===== config.mk =====
export PLATFORM = sky130hd
export DESIGN_NAME = serial_adder
export DESIGN_NICKNAME = d
export VERILOG_FILES = /design/src/rtl/serial_adder_pkg.sv /design/src/rtl/serial_adder_full_adder.sv /design/src/rtl/serial_adder.sv
export SDC_FILE = /design/constraint.sdc
export NUM_CORES = 1
export LEC_CHECK = 0
export ABC_AREA = 1
export CORE_ASPECT_RATIO = 2
export CORE_MARGIN = 8
export CORE_UTILIZATION = 46
export DETAILED_ROUTE_END_ITERATION = 16
export GPL_TIMING_DRIVEN = 0
export PLACE_DENSITY = 0.7
export SYNTH_ARGS = -nofsm -noshare
export SYNTH_HDL_FRONTEND = slang
export SYNTH_SLANG_ARGS = --single-unit

===== constraint.sdc =====
create_clock -name clk -period 1.34 [get_ports clk]
set_clock_uncertainty 0.2 [all_clocks]
set_input_delay 0.268 -clock clk [delete_from_list [all_inputs] [get_ports clk]]
set_output_delay 0.268 -clock clk [all_outputs]
set_load 0.005 [all_outputs]

===== src/rtl/serial_adder_pkg.sv =====
// Shared definitions for the bit-serial adder: FSM encoding and a
// constant-width helper used to size the bit counter.
package serial_adder_pkg;

  // Controller states; the unused code 2'd3 is steered back to idle.
  typedef enum logic [1:0] {
    ST_IDLE  = 2'd0,
    ST_SHIFT = 2'd1,
    ST_DONE  = 2'd2
  } state_t;

  // Ceiling log2 for elaboration-time sizing (clog2(1) = 0).
  function automatic int clog2(input int n);
    int r;
    r = 0;
    for (int v = n - 1; v > 0; v = v >> 1) begin
      r++;
    end
    return r;
  endfunction

endpackage


===== src/rtl/serial_adder_full_adder.sv =====
// One-bit full adder built from two half adders and an OR gate.
// Purely combinational; the serial adder uses exactly one instance.
module half_adder (
  input  logic a,
  input  logic b,
  output logic s,
  output logic c
);

  assign s = a ^ b;
  assign c = a & b;

endmodule

module full_adder (
  input  logic a,
  input  logic b,
  input  logic c_in,
  output logic s,
  output logic c_out
);

  logic s1;
  logic c1;
  logic c2;

  half_adder u_ha0 (.a(a),  .b(b),    .s(s1), .c(c1));
  half_adder u_ha1 (.a(s1), .b(c_in), .s(s),  .c(c2));

  assign c_out = c1 | c2;

endmodule


===== src/rtl/serial_adder.sv =====
// Bit-serial WIDTH-bit adder. Operands are captured on an accepted start,
// added LSB first through a single full adder, and the registered result
// (sum, carry out, signed overflow) is held until the next completion.
module serial_adder
  import serial_adder_pkg::*;
#(
  parameter int WIDTH = 8
) (
  input  logic             clk,
  input  logic             reset,
  input  logic             start,
  input  logic [WIDTH-1:0] A,
  input  logic [WIDTH-1:0] B,
  input  logic             C_in,
  output logic             busy,
  output logic             done,
  output logic [WIDTH-1:0] S,
  output logic             C_out,
  output logic             OVF
);

  // One extra bit so the count can represent WIDTH without wrapping.
  localparam int CNT_W = clog2(WIDTH) + 1;

  state_t           state;
  state_t           state_nxt;
  logic [WIDTH-1:0] a_sh;
  logic [WIDTH-1:0] b_sh;
  logic [WIDTH-1:0] r_sh;
  logic             cy;
  logic [CNT_W-1:0] cnt;
  logic             last_bit;
  logic             fa_s;
  logic             fa_c;

  assign last_bit = (cnt == CNT_W'(WIDTH - 1));

  full_adder u_fa (
    .a    (a_sh[0]),
    .b    (b_sh[0]),
    .c_in (cy),
    .s    (fa_s),
    .c_out(fa_c)
  );

  // State register; synchronous reset forces idle.
  // NOTE: sequential state uses non-blocking (<=) so every flop samples
  // pre-edge values regardless of block ordering.
  always_ff @(posedge clk) begin
    if (reset) state <= ST_IDLE;
    else       state <= state_nxt;
  end

  // Next-state and handshake decode from the registered state.
  // NOTE: defaults are assigned first so no path leaves an output
  // unassigned, which would otherwise infer a latch.
  always_comb begin
    state_nxt = state;
    busy      = 1'b0;
    done      = 1'b0;
    case (state)
      ST_IDLE:  if (start) state_nxt = ST_SHIFT;
      ST_SHIFT: begin
        busy = 1'b1;
        if (last_bit) state_nxt = ST_DONE;
      end
      ST_DONE: begin
        done      = 1'b1;
        state_nxt = ST_IDLE;
      end
      default:  state_nxt = ST_IDLE;
    endcase
  end

  // Operand capture, LSB-first shifting, carry feedback and bit count.
  always_ff @(posedge clk) begin
    if (reset) begin
      a_sh <= '0;
      b_sh <= '0;
      r_sh <= '0;
      cy   <= 1'b0;
      cnt  <= '0;
    end else begin
      case (state)
        ST_IDLE: begin
          if (start) begin
            a_sh <= A;
            b_sh <= B;
            cy   <= C_in;
            cnt  <= '0;
          end
        end
        ST_SHIFT: begin
          a_sh <= {1'b0, a_sh[WIDTH-1:1]};
          b_sh <= {1'b0, b_sh[WIDTH-1:1]};
          r_sh <= {fa_s, r_sh[WIDTH-1:1]};
          cy   <= fa_c;
          cnt  <= cnt + 1'b1;
        end
        default: ;
      endcase
    end
  end

  // Result registers load only on the edge that enters DONE; on that edge
  // cy still holds the carry into the MSB, giving overflow directly.
  always_ff @(posedge clk) begin
    if (reset) begin
      S     <= '0;
      C_out <= 1'b0;
      OVF   <= 1'b0;
    end else if (state == ST_SHIFT && last_bit) begin
      S     <= {fa_s, r_sh[WIDTH-1:1]};
      C_out <= fa_c;
      OVF   <= cy ^ fa_c;
    end
  end

endmodule


==> impl_metrics.toml, run 1 <==
[yosys]
ys.warnings.count = 0
mappedNetlistArea_um2 = 1812
synth_cell_types = 22
synth_fp_nets = 283
synth_top_cells_by_area = "sky130_fd_sc_hd__dfxtp_1, sky130_fd_sc_hd__nor2_1, sky130_fd_sc_hd__nand2_1"
synth.avg_cell_area_um2 = 6.942
synth_top_area_cell = "sky130_fd_sc_hd__dfxtp_1"
sequential_element_share_of_the_synthesized_area = 0.4420
post_synth_inst_count = 261
synth_seq_cells = 40
post-synth-top-area-fraction = 0.4420

[detailed_routing]
route.final.wire_length_mm = 5.279
first_iter_violations = 47
via_count = 1891
avgViaCountPerCell = 5.083
drcViolationCount = 0
final_antenna_net_count = 0
detailedRoute.firstPassIterationCount = 4
wl_per_cell_um = 14.19

[floorplan]
placementRows = 32
initial_utilization = 0.4763
die-width_um = 60.38
design.die.area_um2 = 6324
core_region_area_um2 = 3804
floorplan.io_pins = 32
die_h_um = 104.8

[finish]
layoutNonFillerInstCount = 372
commonest_non_fill_non_tap_cell_in_the_layout = "sky130_fd_sc_hd__nor2_1"
layout_cell_share_with_drive_strength_beyond_1 = 0.2679
area_growth_syn_to_layout_pct = 48.41
finalCoreUtilization = 0.7069
count_of_nets_after_finishing = 342
postLayoutCellArea_um2 = 2689
diodes = 0
n_fill_cell = 319
mostFrequentLayoutCells = "sky130_fd_sc_hd__nor2_1, sky130_fd_sc_hd__nand2_1, sky130_fd_sc_hd__dfxtp_1, sky130_fd_sc_hd__nand3_1, sky130_fd_sc_hd__inv_1"

[run]
maxCapViolCount = 0

[placement]
place.port_buffers = 30
hpwlAfterDp_mm = 3.166
gp_routability_congestion = 0.7952
post-place-cells = 342
post_detailed_placement_cell_area_um2 = 2186

[sta]
final_report_setup_violation_count = 29
final.setup.tns_ns = -1.244
final_count_of_hold_timing_violations = 0
slew_headroom = 0.8079
slew_viol_final = 0
finalHoldWorstSlack_ns = 0.2513
grt_setup_unrepaired = "true"
max_freq_ghz = 0.6635
finalWorstSetupSlack_ns = -0.1672
final_critical_period_ns = 1.507
finalCritPeriodShare = 1.125
slew_at_the_pin_closest_to_its_max_slew_limit_ns = 0.2877

[grt]
globalRoute.totalOverflow = 0
first_global_vias = 1821
antenna_violations_before_repair = 0
overall_track_demand_over_capacity_in_global_routing = 0.1594
grt_start_max_net_pins = 13
grt_pass1_wl_mm = 7.907

[setup_path]
crit_path_end_kind = "primary output"
cp_data_required_time_ns = 0.87
worst_r2r_startpoint = "state[0]"
cp-start-kind = "register"
arrival_ns = 1.04
worstReg2RegEnd = "cy"
reg2reg_depth = 7
crit_type = "reg2out"
crit_fanout = 3
setup.reg_to_reg.worst_slack_ns = -0.11

[clock_tree]
htree_num_levels = 2
clkTransAtPathRegs_ns = 0.08
clock_sinks = 40
max-clock-path-buffers = 2
cts_root_buf = "sky130_fd_sc_hd__clkbuf_8"
clock_tree_from_tritoncts = "built"
cts-buffers-inserted = 5
insertion_delay_ns = 0.29

[run_status]
violations_in_the_final_reports = "setup timing"
run_status = "finished, violations left"

[pwr]
leakage_power_nw = 1.182
pwr_density_cell_nw_per_um2 = 1080
vdd.ir_drop.worst_uv = 794.1

[min_path]
worst_hold_path.num_cells = 2
min_path_type = "reg2reg"
critical_hold_path_startpoint = "r_sh[6]"
hold-path-endpoint = "r_sh[6]"
-- cell usage after synthesis, drive strengths merged --
master	instances
nor2	62
nand2	61
dfxtp	40
nand3	31
inv	27
o21ai	12
buf	9
a21oi	7
nand3b	4
clkbuf	3
o22ai	2
fa	1
ha	1
nor3	1
-- cells by family after synthesis --
| group | after synthesis | synth area share |
|---|---|---|
| adder cells (fa/ha/maj) | 2 | 0.01796 |
| buffers and inverters | 39 | 0.1001 |
| AND/OR/NAND/NOR | 159 | 0.3805 |
| AO/OA/AOI/OAI | 21 | 0.05939 |
| flip-flops | 40 | 0.4420 |
-- power by group --
| part | switching (W) | leakage (nW) | internal (W) | total (W) |
|---|---|---|---|---|
| Sequential | 0.0000423 | 0.334 | 0.00126 | 0.00130 |
| Clock | 0.000423 | 0.0552 | 0.000553 | 0.000976 |
| Combinational | 0.000314 | 0.792 | 0.000315 | 0.000629 |
| Total | 0.000779 | 1.18 | 0.00212 | 0.00290 |
-- worst max path at each step --
| stage | startpoint | to | slack (ns) | cells after the start |
|---|---|---|---|---|
| 2_1_floorplan | cy | S[7] | 0.0009 | 4 |
| 3_3_place_gp | state[0] | busy | -0.52 | 4 |
| 3_5_place_dp | state[0] | busy | -0.53 | 4 |
| 4_1_cts | state[0] | busy | -0.14 | 4 |
| 5_1_grt | state[1] | busy | -0.19 | 3 |
| 6_report | state[1] | busy | -0.17 | 3 |
-- layout make-up --
type | count | area [µm²] | area share
sequential | 40 | 827.0 | 0.3076
clock inverter | 2 | 35.03 | 0.01303
inverter | 27 | 106.4 | 0.03955
multi-input combinational | 183 | 967.2 | 0.3597
clock buffer | 6 | 72.57 | 0.02699
buffer | 12 | 111.4 | 0.04141
tap | 51 | 63.81 | 0.02373
timing repair buffer | 51 | 505.5 | 0.1880
-- flip-flops by register name, summed over array words and instances, names as in the netlist --
| register | flops |
|---|---|
| a_sh | 8 |
| cnt | 4 |
| cy | 1 |
| r_sh | 7 |
| C_out | 1 |
| b_sh | 8 |
| OVF | 1 |
| S | 8 |
| state | 2 |
-- worst max-delay path, cell delays in order (launching register included) --
cell                      delay (ns)
sky130_fd_sc_hd__dfxtp_4        0.38
sky130_fd_sc_hd__nor2_4         0.15
sky130_fd_sc_hd__buf_6          0.13
sky130_fd_sc_hd__buf_6          0.09
-- per-stage QoR --
step	setup slack (ns)	power [W]
after CTS	-0.1408	0.002765
after detailed placement	-0.5309	0.001733
after global placement	-0.5234	0.001728
final	-0.1672	0.002903
after global routing	-0.1862	0.003028
after floorplan	0.0008749	0.001591
-- metal layers --
metal	part of all wire	GRT usage	routed length, µm	up-vias
met5	0	0	0	-
met4	0.052	0.09639	273	0
met3	0.054	0.02703	287	23
met2	0.54	0.2892	2858	66
met1	0.35	0.1547	1860	871
li1	-	-	-	931
-- repair_timing --
| action | 4_1_cts | 5_1_grt |
|---|---|---|
| endpoints found under the setup margin | 51 | 47 |
| buffers inserted | 5 | 15 |
| pin swaps | 5 | 12 |
| gates resized for setup | 52 | 46 |
| endpoints found under the hold margin | 0 | 0 |
| gates cloned | 2 | 2 |
| hold buffers | 0 | 0 |
Power figures use the tool's default switching activity.
==> run 2: changes to the inputs <==
--- a/config.mk
+++ b/config.mk
@@ -6,6 +6,7 @@
 export NUM_CORES = 1
 export LEC_CHECK = 0
 export ABC_AREA = 1
+export CAP_MARGIN = 0
 export CORE_ASPECT_RATIO = 2
 export CORE_MARGIN = 8
 export CORE_UTILIZATION = 46
==> results of run 2 <==
Final layout, timing and power as in run 1 (identical DEF).
==> variant, RTL diff (flow settings as in run 2) <==
The 3 states of `state_t` get a one-hot encoding in 3 bits.
--- a/src/rtl/serial_adder_pkg.sv
+++ b/src/rtl/serial_adder_pkg.sv
@@ -5,6 +5,6 @@
   // Controller states; the unused code 2'd3 is steered back to idle.
-  typedef enum logic [1:0] {
-    ST_IDLE  = 2'd0,
-    ST_SHIFT = 2'd1,
-    ST_DONE  = 2'd2
+  typedef enum logic [2:0] {
+    ST_IDLE  = 3'b001,
+    ST_SHIFT = 3'b010,
+    ST_DONE  = 3'b100
   } state_t;
Behaviour: no difference found for any inputs over 10 cycles, from zero or initial values and one cycle with reset high; not proved beyond that.
==> variant against run 2 <==
The run still ends with setup timing left; worst setup slack got worse by 0.15 ns; count of clock-buffer cells in the layout decreased by 1; first-iteration DRC count increased to 2.8 times the old value; critical path depth increased by 7; wire length increased by 19%; final area increased by 15%; area after synthesis increased by 7.1%; sequential cell count increased by 1; power decreased by 5.3%; non-clock buffer count increased by 15; largest cell class unchanged.
==> variant: results <==
metrics = {
    "timing": {
        "setup_viol": 43,
        "tightest_slew_ns": 0.441,
        "hold_ws_ns": 0.278,
        "layout_setup_ws_ns": -0.314,
        "fin_tns_setup_ns": -10.05,
    },
    "setup_path": {
        "crit_start": "state[2]$_SDFFE_PP0P_",
        "crit_type": "flop to flop",
        "timing.rr.end": "S[3]$_SDFFE_PP0P_",
        "worstPathMaxFanout": 5,
        "cp.arrival_ns": 1.65,
        "slowest_delay_ns": 0.36,
        "critPathTopFamily": "buffers and inverters",
        "rr_worst_depth": 10,
    },
    "route": {
        "viasPerCell": 5.25,
        "wirelength_um": 6310,
        "drt-initial-drc-count": 132,
    },
    "yosys": {
        "synth_nets": 305,
        "syn_area_per_cell_um2": 6.86,
        "synth-seq-area-share_pct": 42.3,
        "ys_top_cells_by_count": "nand2_1 (72), nor2_1 (51), dfxtp_1 (41)",
        "yosys-top-cells-area": "dfxtp_1 (42%), nand2_1 (14%), nor2_1 (9.9%)",
        "synth_cell_types": 25,
    },
    "pwr": {
        "ir_worst_vdd_uv": 708,
        "p_per_area_mw_per_mm2": 891,
        "p_leak_nw": 1.34,
        "combPwrFrac_pct": 22.3,
        "p_seq_share_pct": 48.4,
        "p_sw_share_pct": 29.7,
    },
    "placement": {
        "hpwl_um": 3530,
        "place_ws_ns": -0.656,
        "place_congestion": 0.805,
        "dp_cells": 366,
        "place_area_mm2": 0.00235,
        "io_buffers": 31,
    },
    "final_layout": {
        "drive_gt1_share_pct": 35.8,
        "n_antenna_cell": 0,
        "top_regs": "S: 8 flops, a_sh: 8 flops, b_sh: 8 flops",
        "instances_no_fill": 404,
    },
    "global_routing": {
        "grt_max_degree": 14,
        "grt.total_usage_pct": 18.8,
        "grt_pass1_vias": 2142,
        "grt_overflow": 0,
        "grt_pass1_wl_um": 9580,
    },
    "hold_path": {
        "min_to": "S[2]$_SDFFE_PP0P_",
        "worstHoldPathCells": 2,
        "hold_start": "S[2]$_SDFFE_PP0P_",
    },
    "clock_tree": {
        "ctsResizeCount": 103,
        "root_buffer": "clkbuf_8",
        "cts_made_buffers": 5,
        "cts_setup_buffers": 20,
    },
    "outcome": {
        "status": "complete, but fails checks",
        "violations": "setup timing",
    },
}
[variant: cell types whose count changed in the layout (fill, tap and decap cells not counted), sizes merged, moves of 8 or more]
cell          run 2  this run
nor2             63        53
nand4             0        16
nand3            31        23
buf              32        43
nand2            61        73
[variant: layer usage]
layer  share of wire (%)  wire [um]  global-route usage [%]
met1                  37       2330                    18.3
met4                 2.9        182                    11.3
met5                   0          0                       0
met2                  57       3580                    33.5
met3                 3.4        216                    3.83
[variant: final cells by class]
type,count,area [um2]
Buffer,16,188
Clock buffer,5,68.8
Clock inverter,3,17.5
Fill cell,274,1000
Inverter,25,96.3
Multi-Input combinational cell,200,1140
Sequential cell,41,847
Tap cell,52,65.1
Timing Repair Buffer,62,662
[variant: cells by family after synthesis]
| kind of cell | synth area share, % |
|---|---|
| buffers and inverters | 10.2 |
| and+or+nand+nor | 38.9 |
| adders and majority gates | 1.68 |
| DFF | 42.3 |
| AOI/OAI and AO/OA | 6.45 |
| xor gates and xnor gates | 0.451 |
